File: src/rtl/alu_seq_pkg.sv
// Shared constants for the ALU sequencer: instruction field layout, opcodes
// and the control FSM state encoding.
package alu_seq_pkg;

  localparam int unsigned INSTR_W = 16;
  localparam int unsigned OP_W    = 3;
  localparam int unsigned IMM_W   = 7;

  localparam int unsigned OP_MSB  = 15;
  localparam int unsigned OP_LSB  = 13;
  localparam int unsigned RD_MSB  = 12;
  localparam int unsigned RD_LSB  = 10;
  localparam int unsigned RS_MSB  = 9;
  localparam int unsigned RS_LSB  = 7;
  localparam int unsigned RT_MSB  = 6;
  localparam int unsigned RT_LSB  = 4;
  localparam int unsigned IMM_MSB = 6;
  localparam int unsigned IMM_LSB = 0;

  localparam logic [OP_W-1:0] OP_ADD  = 3'b000;
  localparam logic [OP_W-1:0] OP_ADDI = 3'b001;
  localparam logic [OP_W-1:0] OP_SUBI = 3'b010;
  localparam logic [OP_W-1:0] OP_HALT = 3'b111;

  typedef enum logic [2:0] {
    IDLE = 3'd0,
    READ = 3'd1,
    EXEC = 3'd2,
    WB   = 3'd3,
    HALT = 3'd4
  } state_e;

endpackage

File: src/rtl/instr_decode.sv
// Combinational instruction decoder: register fields, sign-extended imm7 and
// opcode classification.
module instr_decode
  import alu_seq_pkg::*;
#(
  parameter int unsigned REG_AW = 3,
  parameter int unsigned DW     = 16
) (
  input  logic [INSTR_W-1:0] instr,
  output logic [REG_AW-1:0]  rd,
  output logic [REG_AW-1:0]  rs,
  output logic [REG_AW-1:0]  rt,
  output logic [DW-1:0]      imm,
  output logic               use_imm,
  output logic               is_legal,
  output logic               is_halt
);

  logic [OP_W-1:0] op;

  always_comb begin
    op       = instr[OP_MSB:OP_LSB];
    rd       = REG_AW'(instr[RD_MSB:RD_LSB]);
    rs       = REG_AW'(instr[RS_MSB:RS_LSB]);
    rt       = REG_AW'(instr[RT_MSB:RT_LSB]);
    imm      = {{(DW-IMM_W){instr[IMM_MSB]}}, instr[IMM_MSB:IMM_LSB]};
    use_imm  = (op == OP_ADDI) || (op == OP_SUBI);
    is_legal = (op == OP_ADD) || (op == OP_ADDI) || (op == OP_SUBI);
    is_halt  = (op == OP_HALT);
  end

endmodule

File: src/rtl/alu_sequencer.sv
// Multi-cycle control FSM sequencing one instruction at a time through
// register-file read, ALU execute and writeback.
module alu_sequencer
  import alu_seq_pkg::*;
#(
  parameter int unsigned REG_AW = 3,
  parameter int unsigned DW     = 16
) (
  input  logic               clk,
  input  logic               rst_n,
  input  logic               instr_valid,
  output logic               instr_ready,
  input  logic [INSTR_W-1:0] instr,
  output logic [REG_AW-1:0]  rf_raddr_a,
  output logic [REG_AW-1:0]  rf_raddr_b,
  input  logic [DW-1:0]      rf_rdata_a,
  input  logic [DW-1:0]      rf_rdata_b,
  output logic               rf_we,
  output logic [REG_AW-1:0]  rf_waddr,
  output logic [DW-1:0]      rf_wdata,
  output logic [DW-1:0]      alu_a,
  output logic [DW-1:0]      alu_b,
  output logic [OP_W-1:0]    alu_opcode,
  input  logic [DW-1:0]      alu_result,
  input  logic               alu_zero,
  output logic               zflag,
  output logic               done,
  output logic               illegal,
  output logic               halted
);

  state_e state_q, state_d;

  logic [REG_AW-1:0] dec_rd, dec_rs, dec_rt;
  logic [DW-1:0]     dec_imm;
  logic              dec_use_imm, dec_is_legal, dec_is_halt;

  logic [REG_AW-1:0] rd_q, rd_d;
  logic [DW-1:0]     imm_q, imm_d;
  logic              use_imm_q, use_imm_d;
  logic [OP_W-1:0]   op_q, op_d;
  logic [REG_AW-1:0] raddr_a_q, raddr_a_d, raddr_b_q, raddr_b_d;
  logic [DW-1:0]     alu_a_q, alu_a_d, alu_b_q, alu_b_d;
  logic [OP_W-1:0]   alu_opcode_q, alu_opcode_d;
  logic              rf_we_q, rf_we_d;
  logic [REG_AW-1:0] rf_waddr_q, rf_waddr_d;
  logic [DW-1:0]     rf_wdata_q, rf_wdata_d;
  logic              zero_q, zero_d;
  logic              zflag_q, zflag_d;
  logic              done_q, done_d;
  logic              illegal_q, illegal_d;
  logic              halted_q, halted_d;
  logic              accept;

  instr_decode #(
    .REG_AW(REG_AW),
    .DW    (DW)
  ) u_decode (
    .instr   (instr),
    .rd      (dec_rd),
    .rs      (dec_rs),
    .rt      (dec_rt),
    .imm     (dec_imm),
    .use_imm (dec_use_imm),
    .is_legal(dec_is_legal),
    .is_halt (dec_is_halt)
  );

  // Read addresses go out in the accept cycle so registered read data lands in READ.
  always_comb begin
    instr_ready = (state_q == IDLE);
    accept      = instr_ready && instr_valid;
    rf_raddr_a  = accept ? dec_rs : raddr_a_q;
    rf_raddr_b  = accept ? dec_rt : raddr_b_q;
  end

  always_comb begin
    state_d      = state_q;
    rd_d         = rd_q;
    imm_d        = imm_q;
    use_imm_d    = use_imm_q;
    op_d         = op_q;
    raddr_a_d    = raddr_a_q;
    raddr_b_d    = raddr_b_q;
    alu_a_d      = alu_a_q;
    alu_b_d      = alu_b_q;
    alu_opcode_d = alu_opcode_q;
    rf_we_d      = 1'b0;
    rf_waddr_d   = rf_waddr_q;
    rf_wdata_d   = rf_wdata_q;
    zero_d       = zero_q;
    zflag_d      = zflag_q;
    done_d       = 1'b0;
    illegal_d    = 1'b0;
    halted_d     = halted_q;

    case (state_q)
      IDLE: begin
        if (instr_valid) begin
          rd_d      = dec_rd;
          imm_d     = dec_imm;
          use_imm_d = dec_use_imm;
          op_d      = instr[OP_MSB:OP_LSB];
          raddr_a_d = dec_rs;
          raddr_b_d = dec_rt;
          if (dec_is_legal) begin
            state_d = READ;
          end else if (dec_is_halt) begin
            state_d  = HALT;
            halted_d = 1'b1;
          end else begin
            illegal_d = 1'b1;
          end
        end
      end
      READ: begin
        alu_a_d      = rf_rdata_a;
        alu_b_d      = use_imm_q ? imm_q : rf_rdata_b;
        alu_opcode_d = op_q;
        state_d      = EXEC;
      end
      // Writeback controls are registered here so they are live throughout WB.
      EXEC: begin
        rf_wdata_d = alu_result;
        zero_d     = alu_zero;
        rf_waddr_d = rd_q;
        rf_we_d    = (rd_q != '0);
        done_d     = 1'b1;
        state_d    = WB;
      end
      WB: begin
        zflag_d = zero_q;
        state_d = IDLE;
      end
      HALT: begin
        state_d = HALT;
      end
      default: begin
        state_d = IDLE;
      end
    endcase
  end

  always_ff @(posedge clk or negedge rst_n) begin
    if (!rst_n) begin
      state_q      <= IDLE;
      rd_q         <= '0;
      imm_q        <= '0;
      use_imm_q    <= 1'b0;
      op_q         <= '0;
      raddr_a_q    <= '0;
      raddr_b_q    <= '0;
      alu_a_q      <= '0;
      alu_b_q      <= '0;
      alu_opcode_q <= '0;
      rf_we_q      <= 1'b0;
      rf_waddr_q   <= '0;
      rf_wdata_q   <= '0;
      zero_q       <= 1'b0;
      zflag_q      <= 1'b0;
      done_q       <= 1'b0;
      illegal_q    <= 1'b0;
      halted_q     <= 1'b0;
    end else begin
      state_q      <= state_d;
      rd_q         <= rd_d;
      imm_q        <= imm_d;
      use_imm_q    <= use_imm_d;
      op_q         <= op_d;
      raddr_a_q    <= raddr_a_d;
      raddr_b_q    <= raddr_b_d;
      alu_a_q      <= alu_a_d;
      alu_b_q      <= alu_b_d;
      alu_opcode_q <= alu_opcode_d;
      rf_we_q      <= rf_we_d;
      rf_waddr_q   <= rf_waddr_d;
      rf_wdata_q   <= rf_wdata_d;
      zero_q       <= zero_d;
      zflag_q      <= zflag_d;
      done_q       <= done_d;
      illegal_q    <= illegal_d;
      halted_q     <= halted_d;
    end
  end

  always_comb begin
    rf_we      = rf_we_q;
    rf_waddr   = rf_waddr_q;
    rf_wdata   = rf_wdata_q;
    alu_a      = alu_a_q;
    alu_b      = alu_b_q;
    alu_opcode = alu_opcode_q;
    zflag      = zflag_q;
    done       = done_q;
    illegal    = illegal_q;
    halted     = halted_q;
  end

endmodule

File: config.mk
export PLATFORM = sky130hd
export DESIGN_NAME = alu_sequencer
export DESIGN_NICKNAME = d
export VERILOG_FILES = /design/src/rtl/alu_seq_pkg.sv /design/src/rtl/instr_decode.sv /design/src/rtl/alu_sequencer.sv
export SDC_FILE = /design/constraint.sdc
export NUM_CORES = 1
export LEC_CHECK = 0
export BUFFER_PORTS_ARGS = -buffer_cell sky130_fd_sc_hd__buf_2
export CAP_MARGIN = 20
export CORE_AREA = 3 3 88 90
export CTS_CLUSTER_SIZE = 16
export DETAILED_ROUTE_END_ITERATION = 8
export DIE_AREA = 0 0 91 93
export PLACE_DENSITY = 0.74
export SYNTH_ARGS = -nofsm -noshare
export SYNTH_HDL_FRONTEND = slang
export SYNTH_SLANG_ARGS = --single-unit
File: constraint.sdc
create_clock -name clk -period 1.7 [get_ports clk]
set_input_delay 0.085 -clock clk [delete_from_list [all_inputs] [get_ports clk]]
set_output_delay 0.085 -clock clk [all_outputs]
set_load 0.03 [all_outputs]
After elaboration in Yosys (flattened, before gate mapping)
Cells that the tools add are included.
Widths: inputs -> output; s select.
- register bits after elaboration: 83
- bits of input ports: 68
- equality and inequality tests: 9
- multiplexer cells: 13
- bitwise logic cells: 1
- reduce and logical (&&, ||, !) cells: 10
- operator list (cell ; number):
    $mux 16 ; 1
    $mux 3 ; 5
    $pmux 3 s4 ; 1
    $eq 3x2->1 const B ; 3
    $eq 3x1->1 const B ; 2
    $eq 3x3->1 const B ; 2
    $logic_not 3->1 ; 2
    $mux 1 ; 6
    $reduce_and 2->1 ; 2
    $reduce_and 4->1 ; 1
    $logic_or 1x1->1 ; 3
    $ne 3x1->1 const B ; 1
    $reduce_bool 3->1 ; 1
    $ne 2x2->1 const B ; 1
    $logic_and 1x1->1 ; 1
    $not 1->1 ; 1

Longest topological paths before layout
- depth after elaboration: 6
- mapped depth: 5
- mapped depth without buffers: 3

By module
Synthesis repeated with hierarchy kept, for this count alone.
- cells, all modules: 249
- area total of the unflattened synthesis: 3916.3 µm²
- modules (own cells, without submodules) (module ; instances ; cells each ; area each (µm²) ; sequential area each (µm²)):
    alu_sequencer ; 1 ; 220 ; 3703.6 ; 2302.2
    instr_decode ; 1 ; 29 ; 212.7 ; 0.0

Worst setup path after synthesis
OpenSTA, ideal clock, no wires.
- path type: flip-flop to flip-flop
- start point: reg state_q[1]
- end point: reg imm_q[6]
- library setup time: 157 ps
- data arrival time: 1479 ps
- data required time: 1543 ps
- setup slack: 64 ps
- cell stages (with the launch flop): 4
- path buffers: 1
- clock period less this slack: 1636 ps
- cells stage by stage: dfrtp_1 nor4b_2 buf_2 mux2_2
- word-level cells in the longest chain between the ends: 2
- ends and longest elaborated chain (what ; RTL line ; source):
    start, declared ; alu_sequencer.sv:32 ; state_e state_q, state_d;
    start signal, assigned ; alu_sequencer.sv:165 ; state_q <= state_d;
    $logic_not 3->1 ; alu_sequencer.sv:97 ; case (state_q)
    $reduce_and 2->1 (no line) ; - ;
    end signal, assigned ; alu_sequencer.sv:167 ; imm_q <= imm_d;
    end, declared ; alu_sequencer.sv:39 ; logic [DW-1:0] imm_q, imm_d;
No other way between the ends.
A chain may end at the register's enable or synchronous reset.

Worst setup path after layout
- start point: reg state_q[2]
- end point: out rf_raddr_b[0]
- word-level cells in the longest chain between the ends: 3
- ends and longest elaborated chain (what ; RTL line ; source):
    $logic_not 3->1 ; alu_sequencer.sv:71 ; instr_ready = (state_q == IDLE);
    $logic_and 1x1->1 ; alu_sequencer.sv:72 ; accept = instr_ready && instr_valid;
    $mux 3 ; alu_sequencer.sv:74 ; rf_raddr_b = accept ? dec_rt : raddr_b_q;
    end, declared ; alu_sequencer.sv:15 ; output logic [REG_AW-1:0] rf_raddr_b,
No other way between the ends.

==> impl_results.md <==
* Final ANT Viol Nets at 0
* Share of layout cells above drive strength 1 at 0.541
* Power Density at 2070 nW/µm²
* Kind of critical path: flip-flop to primary output
* Slew headroom at 0.670
* Failing checks: negative setup slack
* Drt first pass iters at 4
* Initial DRC Count at 36
* DR WL met2 at 3.85 mm
* Via Count at 2395
* Post-Syn Nets at 284
* Clk buf depth at 2
* Hold path cells at 3
* Static Leak at 2.24 nW
* Final critical-path share of the clock period at 1.08
* TritonCTS Buffers at 9
* Critical path launch point type: flip-flop
* Synth Area per Inst at 14.4 µm²
* Finished Cell Area at 4740 µm²
* Max-cap viol count at 0
* Detailed placer's ending HPWL at 4.64 mm
* Clk_skew at 0.00996 ns
* Tot GR Track Use at 0.178
* Maximum fanout along the worst path at 8
* Slew @ Worst Pin at 0.495 ns
* Post-synth top cells: 80 x dfrtp_1, 56 x mux2_2, 27 x a21oi_1, 16 x nor2_1, 6 x mux2i_1
* Clock tree sinks at 80
* Clock Latency Late Sink at 0.34 ns
* Initial antenna violation count at 0
* Setup ws final at -0.137 ns
* DP Cell Count at 444
* Top cells by area, synth: dfrtp_1 64%, mux2_2 20%, a21oi_1 4.3%
* Slew Limit Fails at 0
* Netlist Area Pre-Place at 3120 µm²
* Core Box Area at 7140 µm²
* Top Ports at 134
* RSZ-0062 raised after global routing: yes
* Main synth FF type: dfrtp_1
* Peak Freq at 545 MHz
* CP Capture Type: primary output
* Die Y at 93 µm
* I/O Buffers at 133
* Post-synthesis cell type count at 24
* Async SR Flop Fraction at 1.00
* Post-synth EDFFs at 0
* Worst endpoint required time at 1.62 ns
* Peak supply drop at 1.04 mV
* Finished Layout Cells at 513
* Final hold vios at 0
* Worst EP arrival at 1.75 ns
* Die footprint at 8460 µm²
* Nets at 478
* Tmin final at 1.84 ns
* Yosys top cell area share at 0.642
* Post-Route M1 WL at 2.91 mm
* Dpl cell area at 3950 µm²
* Post-synthesis sequential area ratio at 0.642
* Post-synth top area cell: dfrtp_1
* Clock slew at reported path FFs at 0.08 ns
* Total number of yosys warnings at 0
* Row count at 31
* Post-DR wirelength/cell at 14.3 µm
* Clock root buffer: clkbuf_8
* End-of-flow core utilization at 0.664
* Met3 WL at 430 µm
* Largest net degree at the start of global routing at 42
* Worst hold path type: input pin to flip-flop
* Synth Instances at 216
* Post-place setup slack at 0.0897 ns
* Via density at 4.67
* First-pass GRT wire length at 11.9 mm
* DRC Markers at 0
* H-tree level count at 3
* Antenna diode count at 0
* Grt ovf at 0
* Top Layer Used: met4
* CTS tree: done
* Count leader, synth: dfrtp_1
* Final wirelength at 7.34 mm
* Synth Register Bits at 80
* Area added between synthesis and finish at 52.0%
* Vias in the first global route at 2537
* Initial Util at 0.437
* GPL Wtd Cong at 0.704
* Worst Reg-to-Reg Cells at 5
* Status: finished with violations
* Final setup fails at 6
* Die width at 91 µm
==> cell usage in the layout, fill, tap and decap left out <==
master	n
nand3b_1	1
inv_1	1
dlygate4sd3_1	47
and2_1	2
clkinv_2	3
or2_2	1
dfrtp_1	79
a41oi_1	1
dfrtp_2	1
a21o_1	1
a41o_1	1
buf_16	1
xnor2_1	1
buf_12	3
buf_6	6
o31a_1	1
clkinvlp_4	1
bufinv_16	1
nor3_1	2
buf_4	12
o22ai_1	1
nand2_1	2
nor4b_4	1
clkinv_4	1
mux2_4	7
buf_2	126
mux2_2	49
a21oi_1	27
mux2i_1	6
nor3b_4	2
clkbuf_8	9
xor2_1	1
nor2_1	16
==> worst max-delay path, cell delays in order (launching register included) <==
cell and delay (ns):
dfrtp_2 0.43, nor4b_4 0.35, buf_12 0.18, mux2_4 0.32, buf_6 0.14
==> logic make-up (layout without fill, tap and decap cells) <==
logic type	after synthesis	in the layout	share of synthesized area
AO/OA/AOI/OAI	32	32	0.0566
XOR/XNOR	2	2	0.00562
buffers and inverters	13	211	0.0237
flip-flops	80	80	0.642
multiplexers	62	62	0.222
AND/OR/NAND/NOR	27	27	0.0502
==> where the power goes <==
group          internal, mW  switching [mW]  leakage (nW)
Combinational          2.16            2.95          1.21
Clock                 0.665           0.649        0.0948
Sequential             2.86           0.503         0.933
Total                  5.68            4.10          2.24
==> final timing paths <==
check | start | end | slack, ns
setup reg to reg | state_q[2] | imm_q[2] | 0.09
max in group asynchronous | rst_n | state_q[2] | 0.97
hold / removal | rf_rdata_b[6] | alu_b[6] | 0.04
setup / recovery | state_q[2] | rf_raddr_b[0] | -0.14
hold reg to reg | halted | halted | 0.46
min in group asynchronous | rst_n | rd_q[1] | 0.35
==> area by class of cell <==
cell class / count / area, µm²
well taps: 99 / 124
repair buffers: 195 / 1350
clock inverters: 6 / 61.3
multi-input cells: 123 / 1080
clock buffers: 9 / 124
flip-flops and latches: 80 / 2000
inverters: 1 / 3.75
fillers: 569 / 2400
==> metrics by stage <==
step	hold slack (ns)	power (mW)	TNS, ns
final	0.0441	9.79	-0.777
after detailed placement	0.177	8.12	0
after global routing	0.0519	10.4	-1.14
after global placement	0.173	7.97	0
after CTS	0.0301	9.85	-0.820
after floorplan	-0.211	6.72	0
==> routing by layer <==
metal,global-route usage,vias to the layer above
met5,0,-
met4,0.0741,0
met3,0.0515,13
met2,0.313,79
met1,0.204,1153
li1,-,1150
==> repair_timing <==
item                                    in CTS  in global routing
endpoints found under the setup margin       6                  6
cloned                                       1                  0
pin swaps                                    1                  1
hold buffers                                47                  0
endpoints found under the hold margin      126                  0
resized for setup                           19                  2
setup buffers                                5                  1
==> registers in the layout, indices dropped and copies added (netlist names) <==
signal,cells
rf_waddr,3
raddr_a_q,3
alu_b,16
rf_wdata,16
rf_we,1
done,1
state_q,3
zflag,1
imm_q,7
zero_q,1
illegal,1
alu_opcode,3
halted,1
rd_q,3
alu_a,16
op_q,3
use_imm_q,1
No activity file was read; power rests on OpenSTA's default activity.
